[src/rtl/cut_position_pkg.sv]
// Shared state encoding, default line geometry and width helper for the cut-position scaler.
package cut_position_pkg;

    typedef enum logic [2:0] {
        ST_IDLE = 3'd0,
        ST_MUL  = 3'd1,
        ST_DIV  = 3'd2,
        ST_ADD  = 3'd3,
        ST_DONE = 3'd4
    } cut_pos_state_e;

    localparam int CUT_POS_DEFAULT_OFFSET = 16;
    localparam int CUT_POS_DEFAULT_SPAN   = 1400;

    function automatic int cut_pos_dw(input int raw_w, input int pos_w);
        return raw_w + pos_w;
    endfunction

endpackage

[src/rtl/cut_position_divider.sv]
// Iterative restoring divider by the constant 2^DIVISOR_W - 1, one quotient bit per cycle, MSB first.
module cut_position_divider #(
    parameter int DIVIDEND_W = 19,
    parameter int DIVISOR_W  = 8,
    parameter int QUOT_W     = 11
) (
    input  logic                  clk,
    input  logic                  reset,
    input  logic                  start_i,
    input  logic [DIVIDEND_W-1:0] dividend_i,
    output logic                  busy_o,
    output logic                  done_o,
    output logic [QUOT_W-1:0]     quotient_o
);

    localparam int CNT_W = $clog2(DIVIDEND_W + 1);
    localparam logic [DIVISOR_W:0] DIVISOR = {1'b0, {DIVISOR_W{1'b1}}};

    logic [DIVIDEND_W-1:0] dvd_q, dvd_d;
    logic [DIVISOR_W-1:0]  rem_q, rem_d;
    logic [QUOT_W-1:0]     quot_q, quot_d;
    logic [CNT_W-1:0]      cnt_q, cnt_d;
    logic                  busy_q, busy_d;
    logic [DIVISOR_W:0]    trial;
    logic                  fits;

    // Only the low QUOT_W quotient bits are kept; the caller guarantees the rest are zero.
    always_comb begin
        dvd_d  = dvd_q;
        rem_d  = rem_q;
        quot_d = quot_q;
        cnt_d  = cnt_q;
        busy_d = busy_q;
        trial  = {rem_q, dvd_q[DIVIDEND_W-1]};
        fits   = (trial >= DIVISOR);
        if (start_i) begin
            dvd_d  = dividend_i;
            rem_d  = '0;
            quot_d = '0;
            cnt_d  = CNT_W'(DIVIDEND_W);
            busy_d = 1'b1;
        end else if (busy_q) begin
            dvd_d  = dvd_q << 1;
            rem_d  = fits ? DIVISOR_W'(trial - DIVISOR) : trial[DIVISOR_W-1:0];
            quot_d = {quot_q[QUOT_W-2:0], fits};
            cnt_d  = cnt_q - CNT_W'(1);
            busy_d = (cnt_q != CNT_W'(1));
        end
    end

    always_ff @(posedge clk or posedge reset) begin
        if (reset) begin
            dvd_q  <= '0;
            rem_q  <= '0;
            quot_q <= '0;
            cnt_q  <= '0;
            busy_q <= 1'b0;
        end else begin
            dvd_q  <= dvd_d;
            rem_q  <= rem_d;
            quot_q <= quot_d;
            cnt_q  <= cnt_d;
            busy_q <= busy_d;
        end
    end

    assign busy_o     = busy_q;
    assign done_o     = busy_q && (cnt_q == CNT_W'(1));
    assign quotient_o = quot_q;

endmodule

[src/rtl/cut_position_scaler.sv]
// Scales a raw key-stream value into an aligned cut position inside [offset, offset+span].
// Optional saturation on position overflow: define CUT_POS_SATURATE_EN.
//
// state   | meaning
// IDLE    | ready, latch raw/offset/span on in_valid
// MUL     | form raw*span, start divider
// DIV     | divider shifting out quotient bits
// ADD     | align quotient, add offset, register result
// DONE    | result held until out_ready
module cut_position_scaler
    import cut_position_pkg::*;
#(
    parameter int RAW_W      = 8,
    parameter int POS_W      = 11,
    parameter int ALIGN_LOG2 = 2
) (
    input  logic             clk,
    input  logic             reset,
    input  logic             in_valid,
    output logic             in_ready,
    input  logic [RAW_W-1:0] raw_cut_position,
    input  logic [POS_W-1:0] cfg_offset,
    input  logic [POS_W-1:0] cfg_span,
    output logic             out_valid,
    input  logic             out_ready,
    output logic [POS_W-1:0] cut_position,
    output logic             overflow
);

    localparam int DW = cut_pos_dw(RAW_W, POS_W);
    localparam logic [POS_W-1:0] ALIGN_MASK = ~POS_W'((1 << ALIGN_LOG2) - 1);

    cut_pos_state_e   state_q;
    logic [RAW_W-1:0] raw_q;
    logic [POS_W-1:0] offset_q;
    logic [POS_W-1:0] span_q;
    logic             out_valid_q;
    logic [POS_W-1:0] cut_q;
    logic             ovf_q;

    logic [DW-1:0]    product;
    logic             div_start;
    logic             div_busy;
    logic             div_done;
    logic [POS_W-1:0] quotient;
    logic [POS_W-1:0] aligned;
    logic [POS_W-1:0] result;
    logic             result_ovf;

    assign product   = DW'(raw_q) * DW'(span_q);
    assign div_start = (state_q == ST_MUL);
    assign aligned   = quotient & ALIGN_MASK;

`ifdef CUT_POS_SATURATE_EN
    localparam logic [POS_W-1:0] SAT_VAL = {POS_W{1'b1}} & ALIGN_MASK;
    logic [POS_W:0] sum;
    assign sum        = {1'b0, offset_q} + {1'b0, aligned};
    assign result_ovf = sum[POS_W];
    assign result     = sum[POS_W] ? SAT_VAL : sum[POS_W-1:0];
`else
    assign result     = offset_q + aligned;
    assign result_ovf = 1'b0;
`endif

    cut_position_divider #(
        .DIVIDEND_W (DW),
        .DIVISOR_W  (RAW_W),
        .QUOT_W     (POS_W)
    ) u_divider (
        .clk        (clk),
        .reset      (reset),
        .start_i    (div_start),
        .dividend_i (product),
        .busy_o     (div_busy),
        .done_o     (div_done),
        .quotient_o (quotient)
    );

    always_ff @(posedge clk or posedge reset) begin
        if (reset) begin
            state_q     <= ST_IDLE;
            raw_q       <= '0;
            offset_q    <= '0;
            span_q      <= '0;
            out_valid_q <= 1'b0;
            cut_q       <= '0;
            ovf_q       <= 1'b0;
        end else begin
            case (state_q)
                ST_IDLE: begin
                    if (in_valid) begin
                        raw_q    <= raw_cut_position;
                        offset_q <= cfg_offset;
                        span_q   <= cfg_span;
                        state_q  <= ST_MUL;
                    end
                end
                ST_MUL:  state_q <= ST_DIV;
                ST_DIV: begin
                    if (div_busy && div_done) state_q <= ST_ADD;
                end
                ST_ADD: begin
                    cut_q       <= result;
                    ovf_q       <= result_ovf;
                    out_valid_q <= 1'b1;
                    state_q     <= ST_DONE;
                end
                ST_DONE: begin
                    if (out_ready) begin
                        out_valid_q <= 1'b0;
                        state_q     <= ST_IDLE;
                    end
                end
                default: state_q <= ST_IDLE;
            endcase
        end
    end

    assign in_ready     = (state_q == ST_IDLE) && !reset;
    assign out_valid    = out_valid_q;
    assign cut_position = cut_q;
    assign overflow     = ovf_q;

endmodule
[config.mk]
export PLATFORM = sky130hd
export DESIGN_NAME = cut_position_scaler
export DESIGN_NICKNAME = d
export VERILOG_FILES = /design/src/rtl/cut_position_pkg.sv /design/src/rtl/cut_position_divider.sv /design/src/rtl/cut_position_scaler.sv
export SDC_FILE = /design/constraint.sdc
export NUM_CORES = 1
export LEC_CHECK = 0
export CAP_MARGIN = 20
export CORE_MARGIN = 2
export CORE_UTILIZATION = 40
export DETAILED_ROUTE_END_ITERATION = 8
export MAX_ROUTING_LAYER = met4
export PLACE_DENSITY = 0.59
export SETUP_SLACK_MARGIN = 0.4
export SKIP_CTS_REPAIR_TIMING = 1
export SYNTH_ARGS = -nofsm -noshare
export SYNTH_HDL_FRONTEND = slang
export SYNTH_SLANG_ARGS = --single-unit
[constraint.sdc]
create_clock -name clk -period 6.4 [get_ports clk]
set_clock_uncertainty 0.1 [all_clocks]
set_input_delay 0.96 -clock clk [delete_from_list [all_inputs] [get_ports clk]]
set_output_delay 0.96 -clock clk [all_outputs]
set_load 0.01 [all_outputs]
==> results of run 1 <==
-- through the flow --
stage                      util  hold WS (ns)
after floorplan               -         0.377
after global placement    0.442         0.367
after detailed placement  0.442         0.370
after CTS                 0.458         0.386
after global routing      0.458         0.434
final                     0.458         0.377
-- synth_stat cells (all sizes together), types with 2 or more instances --
cell type  number  share of area
inv            84          0.046
nand3           3         0.0022
a31oi           3         0.0027
and3            2         0.0018
nor2b           9         0.0092
o211ai          2         0.0022
or3             3         0.0027
buf            10         0.0067
nor2           37          0.020
xnor2          21          0.027
o21a            5         0.0054
clkbuf         20          0.011
a211oi         11          0.012
a21oi          22          0.016
a31o            2         0.0025
mux2i          25          0.036
nor4            3         0.0027
ha             50          0.091
nor3            6         0.0043
a41oi           2         0.0025
a21o            6         0.0065
o21ai          35          0.025
fa             55           0.16
nor4b           2         0.0025
xor2           11          0.014
mux2           33          0.054
dfrtp          89           0.32
and2           70          0.063
nand2          52          0.028
-- worst max path at each step --
stage / from / to / cells past startpoint
finish: raw_q[4]$_DFFE_PP0P_ / u_divider.dvd_q[13]$_DFFE_PP0P_ / 14
global route: raw_q[4]$_DFFE_PP0P_ / u_divider.dvd_q[13]$_DFFE_PP0P_ / 15
CTS: raw_q[4]$_DFFE_PP0P_ / u_divider.dvd_q[13]$_DFFE_PP0P_ / 14
detailed placement: raw_q[4]$_DFFE_PP0P_ / u_divider.dvd_q[13]$_DFFE_PP0P_ / 14
global placement: raw_q[4]$_DFFE_PP0P_ / u_divider.dvd_q[13]$_DFFE_PP0P_ / 14
floorplan: raw_q[7]$_DFFE_PP0P_ / u_divider.dvd_q[13]$_DFFE_PP0P_ / 16
-- layer usage --
metal,track usage,up-vias
li1,-,2319
met1,0.211,2375
met2,0.266,40
met3,0.0296,9
met4,0.0480,0
met5,-,-
-- worst reg2reg max path: cells and delay by family, from the launching register on --
kind            cells  cell delay [ns]
fa+ha+maj           5             2.33
compound gates      5             1.15
simple gates        2             0.55
flops               1             0.52
buf+inv             2             0.09
-- state kept, by name, summed over array words and instances (netlist names) --
name and count:
u_divider.busy_o 1, offset_q 11, u_divider.rem_q 8, out_valid 1, raw_q 8, u_divider.cnt_q 5
u_divider.dvd_q 19, state_q 3, u_divider.quotient_o 11, cut_position 11, span_q 11
-- layout make-up --
cell class | instances | share of cell area
Clock buffer | 11 | 0.0309
Clock inverter | 5 | 0.00494
Inverter | 84 | 0.0403
Multi-Input combinational cell | 488 | 0.541
Sequential cell | 89 | 0.284
Tap cell | 225 | 0.0359
Timing Repair Buffer | 50 | 0.0625
-- cell families after synthesis --
kind of cell               after synthesis  synth area share
adders and majority gates              105             0.250
and+or+nand+nor                        194             0.145
DFF                                     89             0.322
buffers and inverters                  114            0.0632
xor gates and xnor gates                32            0.0406
muxes                                   58            0.0900
other                                    1          0.000543
AOI/OAI and AO/OA                       98            0.0882
==> results.md, run 1 <==
- Leaving out filler cells and counting taps, the final layout contains 952.
- Clock-pin slew was measured on the worst setup and hold paths at 0.07 ns.
- The part of the cycle the worst path needs is 0.760.
- The dominant cell type by count on the critical path is fa_1.
- The kind of capture point of the worst setup path is a flip-flop.
- Wires add up to 13.3 mm.
- In this design, the largest share of critical-path delay is due to adder cells.
- Setup violations remaining at the end of the flow were counted as 0.
- The Yosys step of the flow raised 0 warnings.
- The clock sink count is 89.
- The post-detailed-route wirelength per cell is 14.0 um.
- The total count of hold-check failures in the final report came to 0.
- In this run the top signal layer used is met4.
- Once routing completed, OpenROAD measured the worst setup slack at 1.54 ns.
- The height of the chip is 135 um.
- For this configuration, the core starts out at a cell density of 0.404.
- In this run the number of H-tree levels came out at 3.
- The combined global-route utilization of all metal layers is 0.164.
- Along the worst path, the maximum fanout reaches 12.
- The worst hold path begins at cut_position[9]$_DFFE_PP0P_.
- The library cell used most frequently in the layout, excluding fill and tap cells, is dfrtp_1.
- The flop-to-flop setup slack is 1.54 ns.
- The area of the core is 0.0171 mm2.
- The critical path class is reg2reg.
- Setup repair after global routing left no endpoint under its margin.
- At the worst endpoint, the arrival time is 5.00 ns.
- TritonCTS built the clock tree.
- The maximum buffer depth of the clock tree is 2.
- Counting instances, the worst hold path has a depth of 2.
- The path with the worst hold slack has its endpoint at cut_position[9]$_DFFE_PP0P_.
- The clock latency of the later-clocked register in the worst-skew pair is 0.35 ns.
- The detailed router finished its first iteration with 244 violations.
- The run finished with clean final reports.
- Summed over all nets, wire length on met2 after detailed routing comes to 6.57 mm.
- In this design, the stage delay of the slowest critical-path cell is 0.54 ns.
- For the finished layout, the period the worst path requires is 4.86 ns.
- The number of antenna diodes in the final layout is 0.
- The met3 wire length is 294 um.
- The library cells used most frequently in the layout, excluding fill and tap cells, are dfrtp_1 (88), inv_1 (83), and2_1 (70).
- The number of buffers inserted during clock tree synthesis is 9.
- The worst slew slack as a fraction of its limit is 0.523.
- Counting every net in the synthesized netlist gives 830.
- Entering global routing, the biggest net connects 56 pins.
- The first detailed-routing pass ran for 4 iterations.
- The number of fill cells is 1,609.
- The final total negative setup slack is 0 ns.
- The wire length of the first global-routing pass is 23.3 mm.
- The via count of the first global-routing pass is 5,035.
- For this run, the top clock speed supported by timing is 206 MHz.
- The worst register-to-register path ends at u_divider.dvd_q[13]$_DFFE_PP0P_.
- In the final layout, the multi-input gates occupy 0.00425 mm2.
- Summing all flip-flop and latch instances after layout gives 0.00223 mm2.
- The number of enable flip-flop cells after synthesis is 0.
- Global routing finished with a remaining overflow of 0.
- The initial antenna violation count is 0.
- The net count of the finished layout is 861.
- The final count of pins violating max slew is 0.
- The routed layout has 4,743 vias.
- The detailed-route DRC error count is 0.
- The startpoint identified for the worst register-to-register timing path is raw_q[4]$_DFFE_PP0P_.
- The number of nets with antenna violations after routing is 0.
- The post-synthesis register bit count is 89.
- The length of routed wiring on met1 is 6.25 mm.
- The critical path required time is 6.54 ns.
- In this run the cell area measured after placement is 0.00756 mm2.
- Once placement completed, the tool counted placed cells totaling 936.
- The floorplan has 48 rows.
- The transition time at the pin with the least slew margin is 0.715 ns.
- The final weighted congestion of routability-driven global placement is 0.855.
- Walking the worst path, the cells encountered are and2_1, fa_1, fa_1, inv_1, fa_1, fa_1, inv_1, ha_1, o211a_1, o31a_1, o311a_1, o21a_1, or3_1, a31o_1.
- The area of all placed cells without fillers is 0.00785 mm2.
- Compared with the post-synthesis result, the final layout area differs by 13.6%.
- Across the run, the number of max-cap violations was 0.
- The number of different library cells used by synthesis comes to 51.
- Buffers placed on the I/O ports in this run total 46.
- The die is 135 um wide.
- For this run, the register share of the synthesized area comes to 0.322.
- STA classifies the critical path startpoint as a flip-flop.
- The fraction of layout instances using a drive strength above 1 is 0.0812.
- The die covers 0.0183 mm2.
- The via count normalized by instance count is 4.98.
- The mapped cell area is 0.00691 mm2.
- For the worst flop-to-flop path, the logic depth is 14.
- For this design the top-level I/O count stands at 48.
- Averaged over all synthesized cells, the footprint is 10.0 um2.
- The half-perimeter wire length after placement is 9.97 mm.
- The clock tree root driver cell is clkbuf_16.
- The share of async-settable or async-resettable flops after synthesis is 1.00.
- In the synthesized netlist, the number of instances is 691.
- On the critical path, the stage with the largest delay is an instance of fa_1.
- In this run the worst hold path is classified as reg2reg.
- The count of buffering cells on the critical path with inverters included is 2.
- The setup slack after placement is 1.51 ns.
- For this run, the leading register cell type out of synthesis is dfrtp_1.
Power of run 1 is left out: the tool's default activity adds up to more than one toggle a clock period on the data nets, which glitch-free logic cannot reach.
==> run 2, diff against run 1 <==
- PLACE_DENSITY: 0.59 -> 0.61
- clock period: 6.4 -> 4.1 ns (I/O delays scaled with it)
==> run 2 against run 1 <==
The run now ends with setup timing left. Register-to-register slack worse by 1.9 ns. First-iteration DRC count is 45% lower. Global-route usage grew 0.64 points. Cell count is 6.8% higher. Count of clock-buffer cells in the layout unchanged. Flip-flop and latch count did not move. Critical path depth is the same. Routed wire length increased by 5.7%. Via count increased by 4.4%. Core utilization increased by 5.3 points. Hold slack worse by 0.00058 ns. Setup slack got worse by 1.9 ns. Critical endpoint unchanged. Largest cell class unchanged.
==> results.md, run 2 (synthesis gave the netlist of run 1 again) <==
- The run finished, with violations left.
- The final reports fail on setup timing.
- The via count of the first global-routing pass is 5,268 (+4.6%).
- The kind of capture point of the worst setup path is a flip-flop.
- The CTS clock-pin slew for the worst setup and hold paths came to 0.06 ns (about the same).
- The path class of the tightest hold or removal check is reg2reg.
- The transition time at the pin with the least slew margin is 0.709 ns (-0.00624 ns).
- The die outline area came to 0.0183 mm2 (unchanged).
- The detailed-route DRC error count came to 0 (unchanged).
- The effective utilization at floorplan was 0.404 (unchanged).
- The clock tree from TritonCTS is done.
- The final wirelength is 14.0 mm (+5.7%).
- The setup slack after placement is -0.430 ns (-1.94 ns).
- The clock sink count is 89 (unchanged).
- The wire length of the first global-routing pass was 24.8 mm (+6.4%).
- In the layout the commonest cells are dfrtp_1 (78), inv_1 (72), and2_1 (61).
- The number of nets with antenna violations after routing came to 0 (unchanged).
- The violation count after the first detailed-routing iteration is 135 (-45%).
- The worst slew slack as a fraction of its limit came to 0.527 (+0.00416).
- The minimum clock period after layout is 4.47 ns (-0.391 ns).
- The post-layout worst setup margin is -0.371 ns (-1.91 ns).
- The number of placed I/O pins came to 48 (unchanged).
- The via count normalized by instance count was 4.87 (-2.3%).
- The library cell used most frequently in the layout, excluding fill and tap cells, is dfrtp_1.
- The post-layout net count is 926 (+7.5%).
- The half-perimeter wire length after placement is 11.0 mm (+11%).
- The critical path required time is 4.23 ns (-2.31 ns).
- Setup repair after global routing could not meet its margin everywhere.
- The row count is 48 (unchanged).
- The detailed-routing iteration count for the pre-antenna-repair pass came to 4 (unchanged).
- The upper clock frequency limit is 224 MHz (+8.7%).
- STA classifies the critical path startpoint as a flip-flop.
- The endpoint arrival time on the critical path was 4.60 ns (-0.40 ns).
- The flip-flop count of the largest register, all copies and words added is 19 (unchanged).
- The part of the cycle the worst path needs came to 1.09 (+0.331).
- The number of levels in the clock H-tree is 3 (unchanged).
- The final weighted congestion of routability-driven global placement is 0.879 (+2.8%).
- The initial antenna violation count is 0 (unchanged).
- The post-detailed-route wirelength per cell was 13.8 um (-1.0%).
- The height of the chip is 135 um (unchanged).
- The number of buffers inserted during clock tree synthesis is 9 (unchanged).
- The number of maximum-capacitance violations is 0 (unchanged).
- The layout-stage area growth over the synthesis result is 26.6%.
- The critical-path maximum fanout came to 5 (-7).
- The combined global-route utilization of all metal layers is 0.170 (+0.00639).
- The antenna diode count came to 0 (unchanged).
- The number of setup violations in the final report is 9 (+9).
- The maximum buffer depth of the clock tree was 2 (unchanged).
- The total via count in the routed design is 4,951 (+4.4%).
- The total count of hold-check failures in the final report is 0 (unchanged).
- The width of the die is 135 um (unchanged).
- The clock tree root driver cell is clkbuf_16.
- The critical path class is reg2reg.
- The remaining global-route overflow is 0 (unchanged).
- The area of the core was 0.0171 mm2 (unchanged).
- The final hold slack is 0.376 ns (-0.000577 ns).
- The clock latency of the later-clocked register in the worst-skew pair is 0.35 ns (about the same).
- The pin count of the biggest net entering global routing came to 56 (unchanged).
- The final count of pins violating max slew was 0 (unchanged).
- The number of port buffers is 46 (unchanged).
- The fraction of layout instances using a drive strength above 1 came to 0.250 (+0.169).
- The register containing the most flip-flops in the final layout is u_divider.dvd_q.
run 2: changes by cell type in the layout (fill, tap and decap cells not counted), moves of 7 or more:
cell and change:
dfrtp_1 -10, inv_2 +11, and2_4 +9, o21ai_0 -12, dfrtp_2 +10, ha_1 -10
o21ai_1 +7, ha_4 +7, and2_1 -9, buf_4 +55, inv_1 -11, buf_6 +7
run 2: per-stage QoR:
step           instance area, um2  std cells   util  TNS (ns)
2_1_floorplan                7060        691      -    -0.537
3_3_place_gp                 8090        989  0.473     -1.99
4_1_cts                      8420       1005  0.492     -2.66
6_report                     8750       1017  0.511     -1.75
3_5_place_dp                 8090        989  0.473     -2.52
5_1_grt                      8750       1017  0.511     -3.40
run 2: worst max-delay path, stage by stage (launching register included):
cell     delay [ns]
dfrtp_2        0.45
buf_6          0.14
and2_1         0.14
fa_1           0.48
fa_1           0.53
fa_1           0.51
inv_2          0.04
fa_1           0.52
inv_1          0.04
ha_2           0.17
a21o_1         0.20
o311a_4        0.35
o21a_1         0.19
or3_1          0.30
a31o_1         0.20
run 2: final timing paths:
| check | startpoint | slack (ns) | endpoint | depth (start not counted) |
|---|---|---|---|---|
| worst min register to register | cut_position[6]$_DFFE_PP0P_ | 0.38 | cut_position[6]$_DFFE_PP0P_ | 2 |
| max in group asynchronous | reset | 2.58 | span_q[4]$_DFFE_PP0P_ | 4 |
| worst max-delay path | span_q[4]$_DFFE_PP0P_ | -0.37 | u_divider.dvd_q[13]$_DFFE_PP0P_ | 14 |
| worst min-delay path | cut_position[6]$_DFFE_PP0P_ | 0.38 | cut_position[6]$_DFFE_PP0P_ | 2 |
| worst max register to register | span_q[4]$_DFFE_PP0P_ | -0.37 | u_divider.dvd_q[13]$_DFFE_PP0P_ | 14 |
| min in group asynchronous | reset | 0.51 | out_valid$_DFFE_PP0P_ | 2 |
run 2: area by class of cell:
cell class                      count  area [um2]
Clock buffer                       11         243
Clock inverter                      5        85.1
Fill cell                        1529        8370
Inverter                           84         317
Multi-Input combinational cell    488        4550
Sequential cell                    89        2240
Tap cell                          225         282
Timing Repair Buffer              115        1030
run 2: per-layer routing:
layer | GRT usage | vias to the layer above | part of all wire
met4 | 0.0463 | 0 | 0.015
met2 | 0.278 | 73 | 0.49
li1 | - | 2448 | -
met5 | - | - | 0
met1 | 0.222 | 2414 | 0.48
met3 | 0.0273 | 16 | 0.022
Power of run 2 is left out for the same reason.
==> run 3, diff against run 2 <==
- CELL_PAD_IN_SITES_DETAIL_PLACEMENT: default -> 0
- CELL_PAD_IN_SITES_GLOBAL_PLACEMENT: default -> 1
- CORE_UTILIZATION: 40 -> 43
- PLACE_DENSITY: 0.61 -> 0.79
- clock period: 4.1 -> 3.8 ns (I/O delays scaled with it)
==> run 3 against run 2 <==
The run still ends with setup timing left. Setup slack worse by 0.36 ns. Critical path depth stayed put. Via count is 0.77% higher. Sequential share of layout area is 0.23 points higher. Cell count hardly changed. Global-route usage is 1.3 points higher. Final area is 0.87% lower. First-iteration DRC count is 15% higher.
==> results.md, run 3 (synthesis gave the netlist of run 1 again) <==
- The number of placed I/O pins was 48 (unchanged).
- The terminating pin of the worst hold path is cut_position[6]$_DFFE_PP0P_.
- The startpoint identified for the worst hold timing path is cut_position[6]$_DFFE_PP0P_.
- The fraction of layout instances using a drive strength above 1 is 0.246 (-0.00375).
- The via count of the first global-routing pass is 5,212 (-1.1%).
- The final count of pins violating max slew is 0 (unchanged).
- In the layout the commonest cells are dfrtp_1 (78), buf_4 (73), inv_1 (69).
- The half-perimeter wire length after placement came to 10.9 mm (-1.0%).
- The minimum clock period after layout is 4.53 ns (+0.0578 ns).
- The remaining global-route overflow is 0 (unchanged).
- The worst hold path cell count is 2 (unchanged).
- The via count normalized by instance count came to 4.91 (+0.87%).
- The CTS clock-pin slew for the worst setup and hold paths is 0.07 ns (about the same).
- The final total negative setup slack came to -5.14 ns (-3.40 ns).
- The wire length of the first global-routing pass came to 24.4 mm (-1.4%).
- STA classifies the critical path endpoint as a flip-flop.
- The count of cells along the worst register-to-register path is 14 (unchanged).
- The row count is 46 (-4.2%).
- The endpoint arrival time on the critical path was 4.66 ns (+0.06 ns).
- The post-layout net count is 934 (+0.86%).
- The clock tree root driver cell is clkbuf_16.
- The detailed-route DRC error count is 0 (unchanged).
- The final weighted congestion of routability-driven global placement is 0.915 (+4.2%).
- The number of nets with antenna violations after routing is 0 (unchanged).
- The initial antenna violation count is 0 (unchanged).
- The detailed-routing iteration count for the pre-antenna-repair pass was 4 (unchanged).
- The clock sink count was 89 (unchanged).
- The checks that failed: setup timing.
- The number of port buffers came to 46 (unchanged).
- The worst slew slack as a fraction of its limit is 0.537 (+0.00972).
- Compared with the post-synthesis result, the final layout area differs by 25.5%.
- The post-layout worst setup margin is -0.729 ns (-0.358 ns).
- The number of setup violations in the final report was 10 (+1).
- The height of the chip is 131 um (-3.4%).
- The effective utilization at floorplan is 0.438 (+0.0344).
- The critical register-to-register path endpoint is u_divider.dvd_q[13]$_DFFE_PP0P_.
- The number of buffers inserted during clock tree synthesis is 9 (unchanged).
- The final hold slack is 0.377 ns (+0.000778 ns).
- The critical path class is reg2reg.
- The number of fill cells is 1,387 (-9.3%).
- The transition time at the pin with the least slew margin was 0.694 ns (-0.0154 ns).
- The width of the die is 131 um (-3.4%).
- The upper clock frequency limit is 221 MHz (-1.3%).
- The maximum buffer depth of the clock tree is 2 (unchanged).
- The total via count in the routed design is 4,989 (+0.77%).
- The final wirelength was 13.9 mm (-0.78%).
- The die outline area is 0.0171 mm2 (-6.8%).
- TritonCTS built the clock tree.
- The post-detailed-route wirelength per cell is 13.7 um (-0.68%).
- The register containing the most flip-flops in the final layout is u_divider.dvd_q.
- The antenna diode count is 0 (unchanged).
- The critical-path maximum fanout came to 7 (+2).
- The number of levels in the clock H-tree is 3 (unchanged).
- The critical path required time is 3.94 ns (-0.29 ns).
- The number of cells after detailed placement is 993 (+0.40%).
- STA classifies the critical path startpoint as a flip-flop.
- The final standard cell count with taps included and fillers excluded is 1,016 (-0.098%).
- The library cell used most frequently in the layout, excluding fill and tap cells, is dfrtp_1.
- The clock latency of the later-clocked register in the worst-skew pair is 0.35 ns (about the same).
- The flop-to-flop setup slack is -0.73 ns (-0.36 ns).
- The combined global-route utilization of all metal layers came to 0.184 (+0.0133).
- In this run the worst hold path is classified as reg2reg.
- Setup repair after global routing could not meet its margin everywhere.
- The startpoint of the worst-slack reg-to-reg timing path is raw_q[2]$_DFFE_PP0P_.
- The violation count after the first detailed-routing iteration is 155 (+15%).
- The area of the core is 0.0158 mm2 (-7.9%).
- The number of maximum-capacitance violations is 0 (unchanged).
- The part of the cycle the worst path needs came to 1.19 (+0.101).
- The total count of hold-check failures in the final report is 0 (unchanged).
- The final design utilization was 0.550 (+0.0388).
- The flip-flop count of the largest register, all copies and words added is 19 (unchanged).
- The pin count of the biggest net entering global routing is 52 (-7.1%).
- The run finished, with violations left.
run 3: per-stage QoR:
stage	area, um2	setup slack (ns)
3_5_place_dp	8190	-0.686
6_report	8670	-0.729
3_3_place_gp	8190	-0.647
5_1_grt	8670	-0.869
2_1_floorplan	7080	-0.590
4_1_cts	8490	-0.762
run 3: metal layers:
metal	global-route usage	vias up	wire, um
met5	-	-	0
met4	0.0713	0	309
met3	0.0200	27	320
met2	0.288	84	6620
met1	0.247	2408	6690
li1	-	2470	-
run 3: area by class of cell:
cell class / count / area (um2) / share of cell area
flip-flops and latches: 89 / 2240 / 0.258
clock buffers: 11 / 243 / 0.0280
inverters: 84 / 317 / 0.0365
repair buffers: 123 / 1060 / 0.122
well taps: 216 / 270 / 0.0312
clock inverters: 5 / 62.6 / 0.00722
multi-input cells: 488 / 4480 / 0.517
run 3: how the worst max path moves through the flow:
stage	start	to	slack, ns	cells after the start
floorplan	raw_q[5]$_DFFE_PP0P_	u_divider.dvd_q[13]$_DFFE_PP0P_	-0.59	14
global placement	raw_q[7]$_DFFE_PP0P_	u_divider.dvd_q[13]$_DFFE_PP0P_	-0.65	15
detailed placement	raw_q[4]$_DFFE_PP0P_	u_divider.dvd_q[13]$_DFFE_PP0P_	-0.69	15
CTS	raw_q[4]$_DFFE_PP0P_	u_divider.dvd_q[13]$_DFFE_PP0P_	-0.76	14
global route	raw_q[2]$_DFFE_PP0P_	u_divider.dvd_q[13]$_DFFE_PP0P_	-0.87	15
finish	raw_q[2]$_DFFE_PP0P_	u_divider.dvd_q[13]$_DFFE_PP0P_	-0.73	14
run 3: worst max-delay path, cell delays in order, from the launching register on:
cell,delay [ns]
dfrtp_2,0.45
buf_4,0.16
and2_4,0.15
fa_1,0.50
fa_1,0.48
fa_1,0.51
inv_1,0.05
fa_1,0.49
inv_2,0.05
ha_4,0.21
a21o_1,0.22
o311a_4,0.34
o21a_1,0.18
or3_1,0.30
a31o_1,0.22
Power of run 3 is left out for the same reason.
